[config.mk]
export PLATFORM = sky130hd
export DESIGN_NAME = tis_node_exec
export DESIGN_NICKNAME = d
export VERILOG_FILES = /design/src/rtl/tis_node_pkg.sv /design/src/rtl/tis_node_alu.sv /design/src/rtl/tis_node_exec.sv
export SDC_FILE = /design/constraint.sdc
export NUM_CORES = 1
export LEC_CHECK = 0
export ABC_AREA = 1
export BUFFER_PORTS_ARGS = -buffer_cell sky130_fd_sc_hd__buf_2
export CAP_MARGIN = 10
export CORE_UTILIZATION = 38
export DETAILED_ROUTE_END_ITERATION = 10
export HOLD_SLACK_MARGIN = 0.06
export PLACE_DENSITY = 0.63
export REMOVE_ABC_BUFFERS = 1
export SYNTH_ARGS = -nofsm -noshare
export SYNTH_HDL_FRONTEND = slang
export SYNTH_SLANG_ARGS = --single-unit
[constraint.sdc]
create_clock -name clk -period 2.9 [get_ports clk]
set_input_delay 0.435 -clock clk [delete_from_list [all_inputs] [get_ports clk]]
set_output_delay 0.435 -clock clk [all_outputs]
set_load 0.02 [all_outputs]
[src/rtl/tis_node_pkg.sv]
// ============================================================================
// Module      : tis_node_pkg
// Description : Shared types and field positions for the TIS-100 style node.
// Revision    : 1.0 - initial release
// ============================================================================
`default_nettype none

package tis_node_pkg;

    localparam int DATA_W  = 8;
    localparam int INSTR_W = 18;

    // Instruction fields, bit 0 is the MSB of the word
    localparam int OPC_HI = 0;
    localparam int OPC_LO = 3;
    localparam int SRC_HI = 4;
    localparam int SRC_LO = 6;
    localparam int DST_HI = 7;
    localparam int DST_LO = 9;
    localparam int IMM_HI = 10;
    localparam int IMM_LO = 17;

    typedef enum logic [3:0] {
        OP_MOV = 4'h0,
        OP_ADD = 4'h1,
        OP_SUB = 4'h2,
        OP_NEG = 4'h3,
        OP_SWP = 4'h4,
        OP_SAV = 4'h5,
        OP_JMP = 4'h6,
        OP_JEZ = 4'h7,
        OP_JNZ = 4'h8,
        OP_JGZ = 4'h9,
        OP_JLZ = 4'hA,
        OP_NOP = 4'hB
    } opcode_e;

    typedef enum logic [2:0] {
        SRC_IN0 = 3'd0,
        SRC_IN1 = 3'd1,
        SRC_IN2 = 3'd2,
        SRC_IN3 = 3'd3,
        SRC_ACC = 3'd4,
        SRC_NIL = 3'd5,
        SRC_IMM = 3'd6
    } src_e;

    typedef enum logic [2:0] {
        DST_OUT0 = 3'd0,
        DST_OUT1 = 3'd1,
        DST_OUT2 = 3'd2,
        DST_OUT3 = 3'd3,
        DST_ACC  = 3'd4,
        DST_NIL  = 3'd5
    } dst_e;

    typedef enum logic [1:0] {
        ALU_ADD = 2'd0,
        ALU_SUB = 2'd1,
        ALU_NEG = 2'd2
    } alu_op_e;

endpackage

`default_nettype wire

[src/rtl/tis_node_alu.sv]
// ============================================================================
// Module      : tis_node_alu
// Description : Combinational ADD/SUB/NEG on the 8-bit accumulator.
//               Saturating arithmetic when TIS_NODE_SAT_EN is defined,
//               modulo-256 wrap otherwise.
// Revision    : 1.0 - initial release
// ============================================================================
`default_nettype none

module tis_node_alu
    import tis_node_pkg::*;
(
    input  logic [DATA_W-1:0] acc,
    input  logic [DATA_W-1:0] operand,
    input  alu_op_e           op,
    output logic [DATA_W-1:0] result
);

`ifdef TIS_NODE_SAT_EN
    localparam logic [DATA_W-1:0] c_SAT_MAX = {1'b0, {(DATA_W-1){1'b1}}};
    localparam logic [DATA_W-1:0] c_SAT_MIN = {1'b1, {(DATA_W-1){1'b0}}};

    logic [DATA_W:0] w_full;

    always_comb begin
        case (op)
            ALU_ADD: w_full = {acc[DATA_W-1], acc} + {operand[DATA_W-1], operand};
            ALU_SUB: w_full = {acc[DATA_W-1], acc} - {operand[DATA_W-1], operand};
            default: w_full = {(DATA_W+1){1'b0}} - {acc[DATA_W-1], acc};
        endcase
        // Sign-extended top two bits disagree only on signed overflow
        if (w_full[DATA_W] != w_full[DATA_W-1]) begin
            result = w_full[DATA_W] ? c_SAT_MIN : c_SAT_MAX;
        end else begin
            result = w_full[DATA_W-1:0];
        end
    end
`else
    always_comb begin
        case (op)
            ALU_ADD: result = acc + operand;
            ALU_SUB: result = acc - operand;
            default: result = {DATA_W{1'b0}} - acc;
        endcase
    end
`endif

endmodule

`default_nettype wire

[src/rtl/tis_node_exec.sv]
// ============================================================================
// Module      : tis_node_exec
// Description : Single TIS-100 style execution node, one instruction per
//               clock. Optional macro TIS_NODE_SAT_EN selects saturating
//               ADD/SUB/NEG.
// Revision    : 1.0 - initial release
// ============================================================================
`default_nettype none

module tis_node_exec
    import tis_node_pkg::*;
#(
    parameter int          PROG_LEN = 16,
    parameter logic [7:0]  ACC_RST  = 8'h00
) (
    input  logic        clk,
    input  logic        rst_n,
    input  logic [0:7]  in0,
    input  logic [0:7]  in1,
    input  logic [0:7]  in2,
    input  logic [0:7]  in3,
    output logic [0:7]  out0,
    output logic [0:7]  out1,
    output logic [0:7]  out2,
    output logic [0:7]  out3,
    output logic [0:3]  out_wr,
    input  logic [0:17] instr,
    output logic [0:7]  addr_instr,
    output logic [0:7]  acc
);

    localparam logic [8:0] c_PROG_LEN = 9'(PROG_LEN);
    localparam logic [7:0] c_PC_LAST  = 8'(PROG_LEN - 1);

    logic [7:0]        r_pc_q,  w_pc_d;
    logic [DATA_W-1:0] r_acc_q, w_acc_d;
    logic [DATA_W-1:0] r_bak_q, w_bak_d;
    logic [DATA_W-1:0] r_out_q [4];
    logic [DATA_W-1:0] w_out_d [4];
    logic [0:3]        r_wr_q,  w_wr_d;

    logic [3:0]        w_opcode;
    logic [2:0]        w_src;
    logic [2:0]        w_dst;
    logic [7:0]        w_imm;
    logic [DATA_W-1:0] w_operand;
    logic [DATA_W-1:0] w_alu_res;
    alu_op_e           w_alu_op;
    logic              w_take;

    always_comb begin
        w_opcode = instr[OPC_HI:OPC_LO];
        w_src    = instr[SRC_HI:SRC_LO];
        w_dst    = instr[DST_HI:DST_LO];
        w_imm    = instr[IMM_HI:IMM_LO];

        case (w_src)
            SRC_IN0: w_operand = in0;
            SRC_IN1: w_operand = in1;
            SRC_IN2: w_operand = in2;
            SRC_IN3: w_operand = in3;
            SRC_ACC: w_operand = r_acc_q;
            SRC_IMM: w_operand = w_imm;
            default: w_operand = '0;
        endcase

        case (w_opcode)
            OP_SUB:  w_alu_op = ALU_SUB;
            OP_NEG:  w_alu_op = ALU_NEG;
            default: w_alu_op = ALU_ADD;
        endcase
    end

    tis_node_alu u_alu (
        .acc     (r_acc_q),
        .operand (w_operand),
        .op      (w_alu_op),
        .result  (w_alu_res)
    );

    always_comb begin
        w_acc_d = r_acc_q;
        w_bak_d = r_bak_q;
        w_out_d = r_out_q;
        w_wr_d  = '0;
        w_take  = 1'b0;

        case (w_opcode)
            OP_MOV: begin
                if (!w_dst[2]) begin
                    w_out_d[w_dst[1:0]] = w_operand;
                    w_wr_d[w_dst[1:0]]  = 1'b1;
                end else if (w_dst == DST_ACC) begin
                    w_acc_d = w_operand;
                end
            end
            OP_ADD, OP_SUB, OP_NEG: w_acc_d = w_alu_res;
            OP_SWP: begin
                w_acc_d = r_bak_q;
                w_bak_d = r_acc_q;
            end
            OP_SAV: w_bak_d = r_acc_q;
            OP_JMP: w_take  = 1'b1;
            OP_JEZ: w_take  = (r_acc_q == '0);
            OP_JNZ: w_take  = (r_acc_q != '0);
            OP_JGZ: w_take  = !r_acc_q[DATA_W-1] && (r_acc_q != '0);
            OP_JLZ: w_take  = r_acc_q[DATA_W-1];
            default: ;
        endcase

        // Out-of-range jump targets restart the program
        if (w_take) begin
            w_pc_d = ({1'b0, w_imm} >= c_PROG_LEN) ? 8'd0 : w_imm;
        end else begin
            w_pc_d = (r_pc_q == c_PC_LAST) ? 8'd0 : r_pc_q + 8'd1;
        end
    end

    always_ff @(posedge clk) begin
        if (!rst_n) begin
            r_pc_q  <= '0;
            r_acc_q <= ACC_RST;
            r_bak_q <= ACC_RST;
            r_out_q <= '{default: '0};
            r_wr_q  <= '0;
        end else begin
            r_pc_q  <= w_pc_d;
            r_acc_q <= w_acc_d;
            r_bak_q <= w_bak_d;
            r_out_q <= w_out_d;
            r_wr_q  <= w_wr_d;
        end
    end

    assign out0       = r_out_q[0];
    assign out1       = r_out_q[1];
    assign out2       = r_out_q[2];
    assign out3       = r_out_q[3];
    assign out_wr     = r_wr_q;
    assign addr_instr = r_pc_q;
    assign acc        = r_acc_q;

endmodule

`default_nettype wire

# Word level (Yosys, flattened, before mapping)
# Cells that the tools add are included.
# Widths: inputs -> output; s select.
[word_totals] reg_bits=60 latch_bits=0 mem_bits_rw=0 rom_bits=0 inputBits=52 out_inout_bits=52 n_memories=0
[classes] addsub=4 multipliers=0 div_mod_pow=0 n_lt_le_gt_ge=3 eq_ne=20 shift=0 muxes=15 n_bitwise=4 reduce_logical=14
[ops] operator="$mux 8" count=6
[ops] operator="$pmux 8 s6" count=1
[ops] operator="$bwmux 32" count=1
[ops] operator="$pmux 8 s3" count=1
[ops] operator="$demux 8 s2" count=1
[ops] operator="$eq 4x3->1 const B" count=4
[ops] operator="$pmux 8 s2" count=1
[ops] operator="$eq 4x4->1 const B" count=3
[ops] operator="$eq 3x3->1 const B" count=3
[ops] operator="$add 8x1->8 const B" count=1
[ops] operator="$add 8x8->8" count=1
[ops] operator="$eq 4x2->1 const B" count=2
[ops] operator="$eq 8x4->1 const B" count=1
[ops] operator="$ge 8x5->1 const B" count=1
[ops] operator="$logic_not 8->1" count=1
[ops] operator="$reduce_bool 8->1" count=1
[ops] operator="$sub 1x8->8 const A" count=1
[ops] operator="$sub 8x8->8" count=1
[ops] operator="$eq 3x2->1 const B" count=2
[ops] operator="$reduce_or 3->1" count=2
[ops] operator="$pmux 1 s5" count=1
[ops] operator="$eq 4x1->1 const B" count=1
[ops] operator="$logic_not 4->1" count=1
[ops] operator="$ne 2x2->1 const B" count=2
[ops] operator="other kinds (17)" count=20

# Depth between registers and ports, before layout
[logic_depth] ltp_word=6 mapped_depth=24

# By module
# Synthesis repeated with hierarchy kept, for this count alone.
[unflattened] hier_cells=610 hier_area_um2=3980.1
[modules_own_cells] mod="tis_node_exec" n_inst=1 cells_each=484 area_per_inst_um2=3286.9
[modules_own_cells] mod="tis_node_alu" n_inst=1 cells_each=126 area_per_inst_um2=693.2

# Least setup slack after synthesis
# Ideal clock, no wire load.
[synth_timing] kind="input port to flip-flop" start="input instr[4] in the netlist's numbering" end="register r_acc_q[5], in the netlist acc[2]" setup_time_ns=0.074 arrival_time_ns=2.875 t_required_ns=2.826 setup_slack_ns=-0.049 path_stages=23 cell_sequence="buf_4 inv_2 buf_6 nand3_1 nand2_1 nor2_2 nand2_2 inv_1 ha_1 nor2_1 xor2_1 inv_1 ha_1 nand2_1 o21ai_0 nand2_1 nand2_1 nand2_1 nand2_1 nor2_1 o21ai_0 nand3_1 a31oi_1"
[synth_between] elab_chain_cells=5 elab_cells_between_ends=13 classes_between="add/sub: 2; eq/ne: 5; mux: 5; reduce/logical: 1"
[synth_rtl] item="start, declared" line_no="tis_node_exec.sv:27" rtl="input logic [0:17] instr,"
[synth_rtl] item="$eq 3x3->1, or another cell as far along" line_no="tis_node_exec.sv:57" rtl="case (w_src)"
[synth_rtl] item="$pmux 8 s6 (*)" line_no="tis_node_exec.sv:57"
[synth_rtl] item="$sub 8x8->8, or another cell as far along" line_no="tis_node_alu.sv:42" rtl="ALU_SUB: result = acc - operand;"
[synth_rtl] item="$pmux 8 s2 or $mux 8 (tied branches)" line_no="tis_node_alu.sv:40, tis_node_exec.sv:90"
[synth_rtl] item="$pmux 8 s3 (*)" line_no="tis_node_exec.sv:88" rtl="case (w_opcode)"
[synth_rtl] item="end signal, assigned" line_no="tis_node_exec.sv:128" rtl="r_acc_q <= w_acc_d;"
[synth_rtl] item="end, declared" line_no="tis_node_exec.sv:36" rtl="logic [DATA_W-1:0] r_acc_q, w_acc_d;"
# Mark *: on every way between the ends. The rest lies on a longest branch, timed or not. The select of a mux whose other input is x is not followed.
# A chain may end at the register's enable or synchronous reset.

# Worst setup path in the final report
[layout_timing] start="input instr[6] in the netlist's numbering" end="register r_acc_q[3], in the netlist acc[4]"
# Same word-level chain as after synthesis.

==> impl_results.md <==
- Top-count cell post-synth: inv_1
- Req. time, crit path: between 3000 and 4000 ps
- Final instance area: 4862 sq um
- Worst rel slew slack: 41.69%
- HPWL after detailed placement: about 8600 um
- Pin count of the biggest net entering global routing: 36
- Row count: 35
- Worst setup SP type: input port
- Ys flop type: dfxtp_1
- Via count: between 4000 and 5000
- PwrDens: roughly 490 nW/um^2
- Placed Area: approximately 4600 sq um
- GR Util All Layers: between 20% and 30%
- Slew @ Worst Pin: 871.5 ps
- HP Class: input port to flip-flop
- Sink Count: 60
- PortBufs: 103
- Vias in the first global route: around 3700
- Clock root buffer master: clkbuf_8
- CTS clk-pin slew, worst paths: 70 ps
- Post-synth EDFFs: 0
- Die Width: about 100 um
- Initial core utilization: approximately two fifths
- Slew Limit Fails: 0
- Max Cap Viol: 0
- Critical setup path kind: input port to flip-flop
- Total CTS buffers: 9
- Vias/cell: roughly 4.9
- Leak pwr: between 2 and 3 nW
- Max Root-Sink Buffers: 2
- Final setup viols: 0
- Flops & latches, synth: 60
- Synth top area cells: dfxtp_1 33%, inv_1 9.2%, nand2_1 8.4%
- Io pins: approximately 100
- Total power: 0.002390 W
- Share of cells above drive strength 1: between 20% and 30%
- CP arrival: 2940 ps
- Status: finished, final reports clean
- Area Growth Syn to Fin: 33.17%
- Fin crit share: about 93%
- Clk_lat worst skew: between 300 and 400 ps
- Nets: 757
- Synthesized cell area: 3651 sq um
- Endpoints failing hold: 0
- Initial antenna violation count: 0
- Top cells by count, synth: 89 x inv_1, 82 x nand2_1, 72 x nor2_1, 60 x dfxtp_1, 59 x o21ai_0
- Crit-path max FO: 6
- CTS tree: built
- Post-route DRC: 0
- Yosys top cell area share: 32.90%
- CTS Hold Bufs: 0
- Area leader, netlist: dfxtp_1
- Die H: roughly 100 um
- Final setup skew: between 8 and 9 ps
- Synth Warn #: 0
- Routed WL: 11330 um
- Antenna-violating nets left: 0
- Total global routing overflow: 0
- Cell count after synthesis: 550
- VDD IR max: ~260 uV
- Area of the die: between 10000 and 15000 sq um
- Min Tclk post-route: roughly 2700 ps
- Asr flop ratio synth: 0%
- Antenna cells: 0
- First-pass GRT wire length: approximately 18000 um
- Avg Inst Size Synth: about 6.6 sq um
- Final Wtd Congestion: 0.8768
- First drt pass iteration count: 5
- CP Capture Type: flip-flop
- 1st-iter DRT viols: around 210
- FMAX: 0.3696 GHz
- Drt wl/cell: 13.68 um
- Register area share after synthesis: roughly 33%
- Cell variety after synth: a little over 40
- Core area: roughly 9300 sq um
- H-tree depth: 3
==> cell usage in the layout, fill, tap and decap left out, types with 3 or more instances in the layout <==
| cell | synthesis | final |
|---|---|---|
| a21oi_1 | 33 | 31 |
| a31oi_1 | 5 | 5 |
| buf_2 | 7 | 101 |
| buf_4 | 2 | 50 |
| clkbuf_8 | 0 | 9 |
| dfxtp_1 | 60 | 60 |
| ha_1 | 10 | 9 |
| inv_1 | 89 | 89 |
| nand2_1 | 82 | 82 |
| nand2_2 | 6 | 6 |
| nand3_1 | 33 | 32 |
| nand3_2 | 3 | 4 |
| nand4_1 | 16 | 16 |
| nor2_1 | 72 | 67 |
| nor2_2 | 7 | 11 |
| nor3_1 | 7 | 7 |
| o211ai_1 | 10 | 10 |
| o21ai_0 | 59 | 56 |
| o21ai_1 | 2 | 3 |
| xor2_1 | 11 | 11 |
==> cell type report <==
type	instances	area [sq um]
Multi-Input combinational cell	378	2033
Timing Repair Buffer	153	895.9
Sequential cell	60	1201
Clock buffer	9	123.9
Inverter	92	347.8
Clock inverter	7	98.84
Fill cell	954	4422
Tap cell	129	161.4
==> flip-flops by register name, indices dropped and copies added, names as in the netlist <==
register,flops
acc,8
addr_instr,8
out0,8
out1,8
out2,8
out3,8
r_bak_q,8
out_wr,4
==> metrics by stage <==
step	util [%]	instances	setup TNS, ps	hold WS [ps]	setup WS, ps
floorplan	-	530	-221.1	423.9	-106.5
global placement	49.19	810	-1270	466.2	-291.1
detailed placement	49.19	810	-1464	468.4	-356.6
CTS	51.63	826	0	370.3	7.991
global route	52.37	828	-25.19	398.1	-16.59
finish	52.37	828	0	372.8	194.6
==> power by group <==
group | leakage, nW | switching [W] | total (W) | internal, W
sequential | 0.487 | 0.0000225 | 0.000871 | 0.000848
combinational | 2.06 | 0.000396 | 0.000668 | 0.000272
clock | 0.110 | 0.000364 | 0.000851 | 0.000488
total | 2.66 | 0.000782 | 0.00239 | 0.00161
==> timing repair <==
item,CTS,global route
setup buffers,0,2
endpoints found under the hold margin,0,0
setup endpoints to repair,1,5
gates resized for setup,1,17
pin swaps,0,2
==> worst paths after layout <==
check	start	end	slack [ps]	cells past startpoint
max	instr[6]	acc[4]	190	21
min	instr[17]	addr_instr[7]	370	3
max reg2reg	acc[7]	acc[4]	290	17
min reg2reg	r_bak_q[3]	r_bak_q[3]	480	2
==> routing by layer <==
metal	global-route usage, %	part of all wire, %	up-vias
met5	0	0	-
met3	4.735	4.5	23
li1	-	-	2086
met2	37.19	47	109
met4	7.692	2.0	0
met1	29.01	47	1878
==> logic make-up after synthesis <==
kind of cell,Yosys count,share of synthesized area [%]
compound gates,120,18.20
xor+xnor,13,3.119
fa+ha+maj,11,3.975
buf+inv,112,12.78
flops,60,32.90
simple gates,234,29.03
==> critical path: stages <==
cell and delay (ps):
buf_2 140, inv_2 110, nand2_1 70, nor2_1 150
nand2_1 90, o21ai_2 90, nor3_4 50, ha_1 220
nor2_2 120, xor2_1 150, inv_1 90, ha_4 290
nand2_1 50, o21ai_1 180, buf_4 150, xnor2_1 100
nand2_1 70, nand2_1 60, o21ai_0 70, o221ai_1 160
inv_1 60
No activity file was read; power rests on OpenSTA's default activity.
